[src/rtl/pipeline_hazard_ctrl_pkg.sv]
// Shared types and constants for the pipeline hazard / stall sequencer.
// Holds the FSM state enum, the register-field width and the load-use detect helper.
package pipeline_ctrl_pkg;

  localparam int REG_ADDR_W = 5;
  localparam logic [REG_ADDR_W-1:0] ZERO_REG = '0;

  typedef enum logic [1:0] {
    RUN      = 2'd0,
    MEM_WAIT = 2'd1,
    HALT     = 2'd2
  } ctrl_state_e;

  // A load into r0 never creates a dependency, since r0 reads as zero.
  function automatic logic load_use_hit(
    input logic                  mem_read,
    input logic [REG_ADDR_W-1:0] ex_rt,
    input logic [REG_ADDR_W-1:0] rs,
    input logic [REG_ADDR_W-1:0] rt
  );
    return mem_read && (ex_rt != ZERO_REG) && ((ex_rt == rs) || (ex_rt == rt));
  endfunction

endpackage

[src/rtl/pipeline_hazard_ctrl_if.sv]
// Bundle of hazard-detect inputs and pipeline-control outputs between the datapath and the sequencer.
// master = sequencer side, slave = datapath side.
interface pipeline_hazard_ctrl_if
  import pipeline_ctrl_pkg::*;
#(
  parameter int CNT_W = 16
);
  logic [REG_ADDR_W-1:0] id_rs;
  logic [REG_ADDR_W-1:0] id_rt;
  logic                  id_ex_mem_read;
  logic [REG_ADDR_W-1:0] id_ex_rt;
  logic                  ex_mem_branch;
  logic                  ex_mem_zero;
  logic                  ex_mem_mem_read;
  logic                  ex_mem_mem_write;
  logic                  dmem_ready;

  logic                  pc_write;
  logic                  if_id_write;
  logic                  pipe_enable;
  logic                  if_id_flush;
  logic                  id_ex_flush;
  logic                  ex_mem_flush;
  logic                  pc_src;
  logic                  dmem_req;
  logic                  mem_error;
  logic [CNT_W-1:0]      stall_cycles;
  logic [CNT_W-1:0]      flush_events;

  modport master (
    input  id_rs, id_rt, id_ex_mem_read, id_ex_rt,
    input  ex_mem_branch, ex_mem_zero, ex_mem_mem_read, ex_mem_mem_write, dmem_ready,
    output pc_write, if_id_write, pipe_enable,
    output if_id_flush, id_ex_flush, ex_mem_flush,
    output pc_src, dmem_req, mem_error, stall_cycles, flush_events
  );

  modport slave (
    output id_rs, id_rt, id_ex_mem_read, id_ex_rt,
    output ex_mem_branch, ex_mem_zero, ex_mem_mem_read, ex_mem_mem_write, dmem_ready,
    input  pc_write, if_id_write, pipe_enable,
    input  if_id_flush, id_ex_flush, ex_mem_flush,
    input  pc_src, dmem_req, mem_error, stall_cycles, flush_events
  );

endinterface

[src/rtl/pipeline_hazard_ctrl_perf_counter.sv]
// Saturating up-counter with increment enable, used for the stall / flush statistics.
module hazard_perf_counter #(
  parameter int CNT_W = 16
) (
  input  logic             clock,
  input  logic             reset_n,
  input  logic             i_inc,
  output logic [CNT_W-1:0] o_count
);

  logic [CNT_W-1:0] r_count;

  always_ff @(posedge clock or negedge reset_n) begin
    if (!reset_n) begin
      r_count <= '0;
    end else if (i_inc && (r_count != {CNT_W{1'b1}})) begin
      r_count <= r_count + 1'b1;
    end
  end

  assign o_count = r_count;

endmodule

[src/rtl/pipeline_hazard_ctrl.sv]
// Five-stage pipeline sequencer: load-use bubbles, branch redirect, data-memory freeze and timeout halt.
// Optional performance counters are built only when HAZARD_PERF_EN is defined.
//
// state    | meaning
// RUN      | normal issue; resolves memory stall, taken branch, load-use in that priority
// MEM_WAIT | data memory inserting wait states; pipeline frozen until dmem_ready
// HALT     | data-memory access timed out; pipeline frozen until reset
module pipeline_hazard_ctrl
  import pipeline_ctrl_pkg::*;
#(
  parameter int MEM_TIMEOUT = 255,
  parameter int CNT_W       = 16
) (
  input  logic                   clock,
  input  logic                   reset_n,
  pipeline_hazard_ctrl_if.master bus
);

  localparam logic [7:0] WAIT_LAST = 8'(MEM_TIMEOUT - 1);

  ctrl_state_e r_state;
  logic [7:0]  r_wait_cnt;
  logic        r_mem_error;

  logic w_req;
  logic w_taken;
  logic w_load_use;
  logic w_pc_write;
  logic w_if_id_write;
  logic w_pipe_enable;
  logic w_if_id_flush;
  logic w_id_ex_flush;
  logic w_ex_mem_flush;
  logic w_pc_src;
  logic w_dmem_req;
  logic w_pc_write_o;
  logic w_pc_src_o;

  assign w_req      = bus.ex_mem_mem_read | bus.ex_mem_mem_write;
  assign w_taken    = bus.ex_mem_branch & bus.ex_mem_zero;
  assign w_load_use = load_use_hit(bus.id_ex_mem_read, bus.id_ex_rt, bus.id_rs, bus.id_rt);

  always_comb begin
    w_pc_write     = 1'b0;
    w_if_id_write  = 1'b0;
    w_pipe_enable  = 1'b0;
    w_if_id_flush  = 1'b0;
    w_id_ex_flush  = 1'b0;
    w_ex_mem_flush = 1'b0;
    w_pc_src       = 1'b0;
    w_dmem_req     = 1'b0;
    unique case (r_state)
      RUN: begin
        w_dmem_req = w_req;
        if (!w_req || bus.dmem_ready) begin
          w_pc_write    = 1'b1;
          w_if_id_write = 1'b1;
          w_pipe_enable = 1'b1;
          if (w_taken) begin
            w_pc_src       = 1'b1;
            w_if_id_flush  = 1'b1;
            w_id_ex_flush  = 1'b1;
            w_ex_mem_flush = 1'b1;
          end else if (w_load_use) begin
            w_pc_write    = 1'b0;
            w_if_id_write = 1'b0;
            w_id_ex_flush = 1'b1;
          end
        end
      end
      MEM_WAIT: begin
        w_dmem_req = 1'b1;
        if (bus.dmem_ready) begin
          w_pc_write    = 1'b1;
          w_if_id_write = 1'b1;
          w_pipe_enable = 1'b1;
        end
      end
      default: begin
      end
    endcase
  end

  always_ff @(posedge clock or negedge reset_n) begin
    if (!reset_n) begin
      r_state     <= RUN;
      r_wait_cnt  <= '0;
      r_mem_error <= 1'b0;
    end else begin
      unique case (r_state)
        RUN: begin
          if (w_req && !bus.dmem_ready) begin
            r_state    <= MEM_WAIT;
            r_wait_cnt <= '0;
          end
        end
        MEM_WAIT: begin
          if (bus.dmem_ready) begin
            r_state <= RUN;
          end else begin
            r_wait_cnt <= r_wait_cnt + 8'd1;
            if (r_wait_cnt == WAIT_LAST) begin
              r_state     <= HALT;
              r_mem_error <= 1'b1;
            end
          end
        end
        default: begin
          r_state <= HALT;
        end
      endcase
    end
  end

  // Combinational controls are forced low while reset is held, whatever the state register shows.
  assign w_pc_write_o     = reset_n & w_pc_write;
  assign w_pc_src_o       = reset_n & w_pc_src;
  assign bus.pc_write     = w_pc_write_o;
  assign bus.if_id_write  = reset_n & w_if_id_write;
  assign bus.pipe_enable  = reset_n & w_pipe_enable;
  assign bus.if_id_flush  = reset_n & w_if_id_flush;
  assign bus.id_ex_flush  = reset_n & w_id_ex_flush;
  assign bus.ex_mem_flush = reset_n & w_ex_mem_flush;
  assign bus.pc_src       = w_pc_src_o;
  assign bus.dmem_req     = reset_n & w_dmem_req;
  assign bus.mem_error    = r_mem_error;

`ifdef HAZARD_PERF_EN
  logic [CNT_W-1:0] w_stall_cnt;
  logic [CNT_W-1:0] w_flush_cnt;

  hazard_perf_counter #(.CNT_W(CNT_W)) u_stall_cnt (
    .clock   (clock),
    .reset_n (reset_n),
    .i_inc   (~w_pc_write_o),
    .o_count (w_stall_cnt)
  );

  hazard_perf_counter #(.CNT_W(CNT_W)) u_flush_cnt (
    .clock   (clock),
    .reset_n (reset_n),
    .i_inc   (w_pc_src_o),
    .o_count (w_flush_cnt)
  );

  assign bus.stall_cycles = w_stall_cnt;
  assign bus.flush_events = w_flush_cnt;
`else
  assign bus.stall_cycles = {CNT_W{1'b0}};
  assign bus.flush_events = {CNT_W{1'b0}};
`endif

endmodule

[src/flat_wrapper.sv]
// flat-port wrapper written by rule: the top's interface ports become plain ports
module pipeline_hazard_ctrl_flat import pipeline_ctrl_pkg::*;
#(
  parameter int MEM_TIMEOUT = 255,
  parameter int CNT_W       = 16
)
  (clock, reset_n, bus_id_rs, bus_id_rt, bus_id_ex_mem_read, bus_id_ex_rt, bus_ex_mem_branch, bus_ex_mem_zero, bus_ex_mem_mem_read, bus_ex_mem_mem_write, bus_dmem_ready, bus_pc_write, bus_if_id_write, bus_pipe_enable, bus_if_id_flush, bus_id_ex_flush, bus_ex_mem_flush, bus_pc_src, bus_dmem_req, bus_mem_error, bus_stall_cycles, bus_flush_events);
  pipeline_hazard_ctrl_if #(.CNT_W(CNT_W)) bus_i ();
  input  logic clock;
  input  logic reset_n;
  input wire logic [$bits(bus_i.id_rs)-1:0] bus_id_rs;
  input wire logic [$bits(bus_i.id_rt)-1:0] bus_id_rt;
  input wire logic [$bits(bus_i.id_ex_mem_read)-1:0] bus_id_ex_mem_read;
  input wire logic [$bits(bus_i.id_ex_rt)-1:0] bus_id_ex_rt;
  input wire logic [$bits(bus_i.ex_mem_branch)-1:0] bus_ex_mem_branch;
  input wire logic [$bits(bus_i.ex_mem_zero)-1:0] bus_ex_mem_zero;
  input wire logic [$bits(bus_i.ex_mem_mem_read)-1:0] bus_ex_mem_mem_read;
  input wire logic [$bits(bus_i.ex_mem_mem_write)-1:0] bus_ex_mem_mem_write;
  input wire logic [$bits(bus_i.dmem_ready)-1:0] bus_dmem_ready;
  output wire logic [$bits(bus_i.pc_write)-1:0] bus_pc_write;
  output wire logic [$bits(bus_i.if_id_write)-1:0] bus_if_id_write;
  output wire logic [$bits(bus_i.pipe_enable)-1:0] bus_pipe_enable;
  output wire logic [$bits(bus_i.if_id_flush)-1:0] bus_if_id_flush;
  output wire logic [$bits(bus_i.id_ex_flush)-1:0] bus_id_ex_flush;
  output wire logic [$bits(bus_i.ex_mem_flush)-1:0] bus_ex_mem_flush;
  output wire logic [$bits(bus_i.pc_src)-1:0] bus_pc_src;
  output wire logic [$bits(bus_i.dmem_req)-1:0] bus_dmem_req;
  output wire logic [$bits(bus_i.mem_error)-1:0] bus_mem_error;
  output wire logic [$bits(bus_i.stall_cycles)-1:0] bus_stall_cycles;
  output wire logic [$bits(bus_i.flush_events)-1:0] bus_flush_events;
  assign bus_i.id_rs = bus_id_rs;
  assign bus_i.id_rt = bus_id_rt;
  assign bus_i.id_ex_mem_read = bus_id_ex_mem_read;
  assign bus_i.id_ex_rt = bus_id_ex_rt;
  assign bus_i.ex_mem_branch = bus_ex_mem_branch;
  assign bus_i.ex_mem_zero = bus_ex_mem_zero;
  assign bus_i.ex_mem_mem_read = bus_ex_mem_mem_read;
  assign bus_i.ex_mem_mem_write = bus_ex_mem_mem_write;
  assign bus_i.dmem_ready = bus_dmem_ready;
  assign bus_pc_write = bus_i.pc_write;
  assign bus_if_id_write = bus_i.if_id_write;
  assign bus_pipe_enable = bus_i.pipe_enable;
  assign bus_if_id_flush = bus_i.if_id_flush;
  assign bus_id_ex_flush = bus_i.id_ex_flush;
  assign bus_ex_mem_flush = bus_i.ex_mem_flush;
  assign bus_pc_src = bus_i.pc_src;
  assign bus_dmem_req = bus_i.dmem_req;
  assign bus_mem_error = bus_i.mem_error;
  assign bus_stall_cycles = bus_i.stall_cycles;
  assign bus_flush_events = bus_i.flush_events;
  pipeline_hazard_ctrl #(.MEM_TIMEOUT(MEM_TIMEOUT), .CNT_W(CNT_W)) u_core (.clock(clock), .reset_n(reset_n), .bus(bus_i));
endmodule
[config.mk]
export PLATFORM = sky130hd
export DESIGN_NAME = pipeline_hazard_ctrl_flat
export DESIGN_NICKNAME = d
export VERILOG_FILES = /design/src/rtl/pipeline_hazard_ctrl_pkg.sv /design/src/rtl/pipeline_hazard_ctrl_if.sv /design/src/rtl/pipeline_hazard_ctrl_perf_counter.sv /design/src/rtl/pipeline_hazard_ctrl.sv /design/src/flat_wrapper.sv
export SDC_FILE = /design/constraint.sdc
export NUM_CORES = 1
export LEC_CHECK = 0
export ABC_AREA = 1
export CORE_MARGIN = 5
export CORE_UTILIZATION = 60
export CTS_BUF_LIST = sky130_fd_sc_hd__clkbuf_16
export CTS_CLUSTER_SIZE = 12
export DETAILED_ROUTE_END_ITERATION = 16
export DONT_BUFFER_PORTS = 1
export HOLD_SLACK_MARGIN = 0.12
export PLACE_DENSITY = 0.86
export SYNTH_ARGS = -nofsm -noshare
export SYNTH_HDL_FRONTEND = slang
export SYNTH_HIERARCHICAL = 1
export SYNTH_SLANG_ARGS = --single-unit
[constraint.sdc]
create_clock -name clock -period 1.55 [get_ports clock]
set_input_delay 0.31 -clock clock [delete_from_list [all_inputs] [get_ports clock]]
set_output_delay 0.31 -clock clock [all_outputs]
set_load 0.03 [all_outputs]
==> metrics.yaml <==
status: "finished, violations left"
violations: "setup timing"
syn_inst: 179
port_buffers: 0
setup_ws_ns: -0.1159
postPlaceCellArea_mm2: 0.001151
wirelength_mm: 2.478
vdd_drop_max_v: 0.0006808
gr-total-overflow: 0
start_kind: "flop"
hold_viol: 0
combPwrFrac: 0.182
fp.dieH_um: 54.21
cp_max_fo: 3
fin_skew_ns: 0.004947
relSlewSlack: 0.6686
clock.fmax_mhz: 600.3
grt_pass1_wl_mm: 3.788
antenna_cells: 0
path_delay_family: "flip-flops"
p_per_area_mw_per_mm2: 706.6
via_per_inst: 4.674
die_w_um: 54.21
setup_viol: 8
syn_area_mm2: 0.001172
ys_seq_elements: 11
drc: 0
crit_path_end: "bus_pc_write"
critPathLaunch: "u_core/r_state[1]"
hold_path_class: "primary input to flop"
core_area_mm2: 0.001902
ios: 64
regToRegEndpoint: "u_core/r_wait_cnt[0]"
clockBufferDepth: 2
seq_power_share: 0.314
total_power_uw: 917.7
layout-drive-gt1-share: 0.1728
worstMarginPinSlew_ns: 0.4955
syn2layout_area_growth_pct: 10.78
drtPass1Iterations: 4
slowest_stage: "dfrtp_2"
reg2reg_from: "u_core/r_state[1]"
p_switching_uw: 267.0
cp.required_ns: 1.24
grt_pass1_vias: 977
route.antenna.remaining_nets: 0
fin_area_mm2: 0.001299
avgSynthCellArea_um2: 6.550
mostFrequentLayoutCell: "nand2_1"
p_leak_nw: 0.7414
yosysWarnings: 6
r2r_setup_slack_ns: 0.18
cts.sinks: 11
slowest_delay_ns: 0.43
clkSlewWorstSetupHoldPaths_ns: 0.04
nNetsFinal: 217
rows: 16
start_util: 0.6164
cts_tree: "yes"
sw_frac_of_total: 0.2909
fin_crit_ns: 1.666
gp_congestion: 0.8402
path_cells: "nor2_2, nand3_4, o21ai_4, nand2_1, inv_2, buf_12"
crit_buf_inv: 2
first_iter_violations: 14
synth.distinct_cells: 25
drv_slew: 0
htree_levels: 1
grt_antenna_before_repair: 0
worst-setup-path-type: "flop to output pin"
drv_cap: 0
crit_arrival_ns: 1.36
track_usage: 0.1803
wl_per_cell_um: 11.37
path_depth: 6
clk_latency_ns: 0.24
grt_max_degree: 12
reg2reg_depth: 8
ys_seq_area_frac: 0.2348
rsz0062_at_grt: "true"
p_int_uw: 650.7
design.die.area_mm2: 0.002938
worst_setup_path_end_kind: "output pin"
clockPowerShare: 0.503
num_vias: 1019
cts_root_buffer: "clkbuf_16"
min_period_over_period: 1.075
layout_common_cells: "nand2_1 (47), conb_1 (32), inv_1 (28)"
dpl.hpwl_mm: 1.955
cts_buffers: 3
what timing repair did:
item	4_1_cts	5_1_grt
buffers inserted	1	3
gates resized for setup	4	4
endpoints found under the hold margin	11	0
pin swaps	4	5
setup endpoints to repair	7	9
hold buffers	1	0
synthesized netlist by cell type:
master	count	share of area
nand4_2	1	0.011
xnor2_1	2	0.015
buf_6	1	0.0096
conb_1	1	0.0032
buf_4	35	0.22
nand2_2	1	0.0053
nand4_1	6	0.032
o21ai_2	2	0.015
nand3_1	10	0.043
nand3b_1	1	0.0064
or2_2	1	0.0053
a21oi_1	3	0.013
nand2_4	1	0.0096
ha_1	2	0.021
o21ai_0	6	0.026
nor3_1	1	0.0043
inv_2	1	0.0032
nor2_1	11	0.035
xor2_1	1	0.0075
nand2_1	48	0.15
nor2_4	2	0.019
or2_1	1	0.0053
inv_1	29	0.093
dfrtp_1	11	0.23
nor2_2	1	0.0053
layer usage:
layer | routed length (µm) | vias to the layer above | global-route usage
li1 | - | 505 | -
met1 | 933 | 447 | 0.1898
met2 | 1234 | 57 | 0.3247
met3 | 247 | 10 | 0.03601
met4 | 62 | 0 | 0.1079
met5 | 0 | - | 0
power groups by stage:
stage	combinational (mW)	clock [mW]	sequential (mW)
3_5_place_dp	0.154	0	0.292
4_1_cts	0.163	0.468	0.288
3_3_place_gp	0.151	0	0.292
6_report	0.167	0.462	0.288
5_1_grt	0.180	0.481	0.288
2_1_floorplan	0.207	0	0.292
cells by family (layout without fill, tap and decap cells):
logic type / after synthesis / count (layout) / synth area share
and+or+nand+nor: 85 / 85 / 0.3351
buffers and inverters: 66 / 47 / 0.3298
other: 1 / 32 / 0.003199
adders and majority gates: 2 / 2 / 0.02134
DFF: 11 / 11 / 0.2348
xor gates and xnor gates: 3 / 3 / 0.02242
AOI/OAI and AO/OA: 11 / 11 / 0.05336
flip-flops by register name, indices dropped and copies added, names as in the netlist:
name	count
u_core/r_wait_cnt	8
u_core/r_state	2
u_core/bus.mem_error	1
cell type report:
type / instances / area, µm²
clock buffers: 3 / 75.07
clock inverters: 1 / 3.754
fillers: 146 / 603.1
inverters: 30 / 112.6
multi-input cells: 133 / 668.1
flip-flops and latches: 11 / 276.5
well taps: 27 / 33.78
repair buffers: 13 / 128.9
per-stage QoR:
step                        util  TNS [ns]  worst slack (ns)  hold WS [ns]  std cells
final                     0.6829   -0.4965           -0.1159        0.2537        218
after floorplan                -   -0.1817           -0.1526       0.01441        210
after global routing      0.6829   -0.9199           -0.1885        0.2797        218
after global placement    0.6053         0            0.1209       0.01472        209
after detailed placement  0.6053         0           0.05866       0.01473        209
after CTS                 0.6658   -0.3127           -0.1013        0.2796        215
worst register-to-register path: cells and delay by family (launching register included):
kind	cells	cell delay (ns)
simple gates	2	0.28
compound gates	2	0.12
flops	1	0.43
buf+inv	4	0.42
worst min path at each step:
stage,start,endpoint,slack (ns),depth (start not counted)
after detailed placement,reset_n,u_core/r_wait_cnt[6],0.01,0
after CTS,bus_dmem_ready,u_core/r_wait_cnt[2],0.28,3
after floorplan,reset_n,u_core/bus.mem_error,0.01,0
final,bus_dmem_ready,u_core/r_wait_cnt[2],0.25,3
after global placement,reset_n,u_core/r_wait_cnt[5],0.01,0
after global routing,bus_dmem_ready,u_core/r_wait_cnt[2],0.28,3
(Power assumes the default switching activity.)
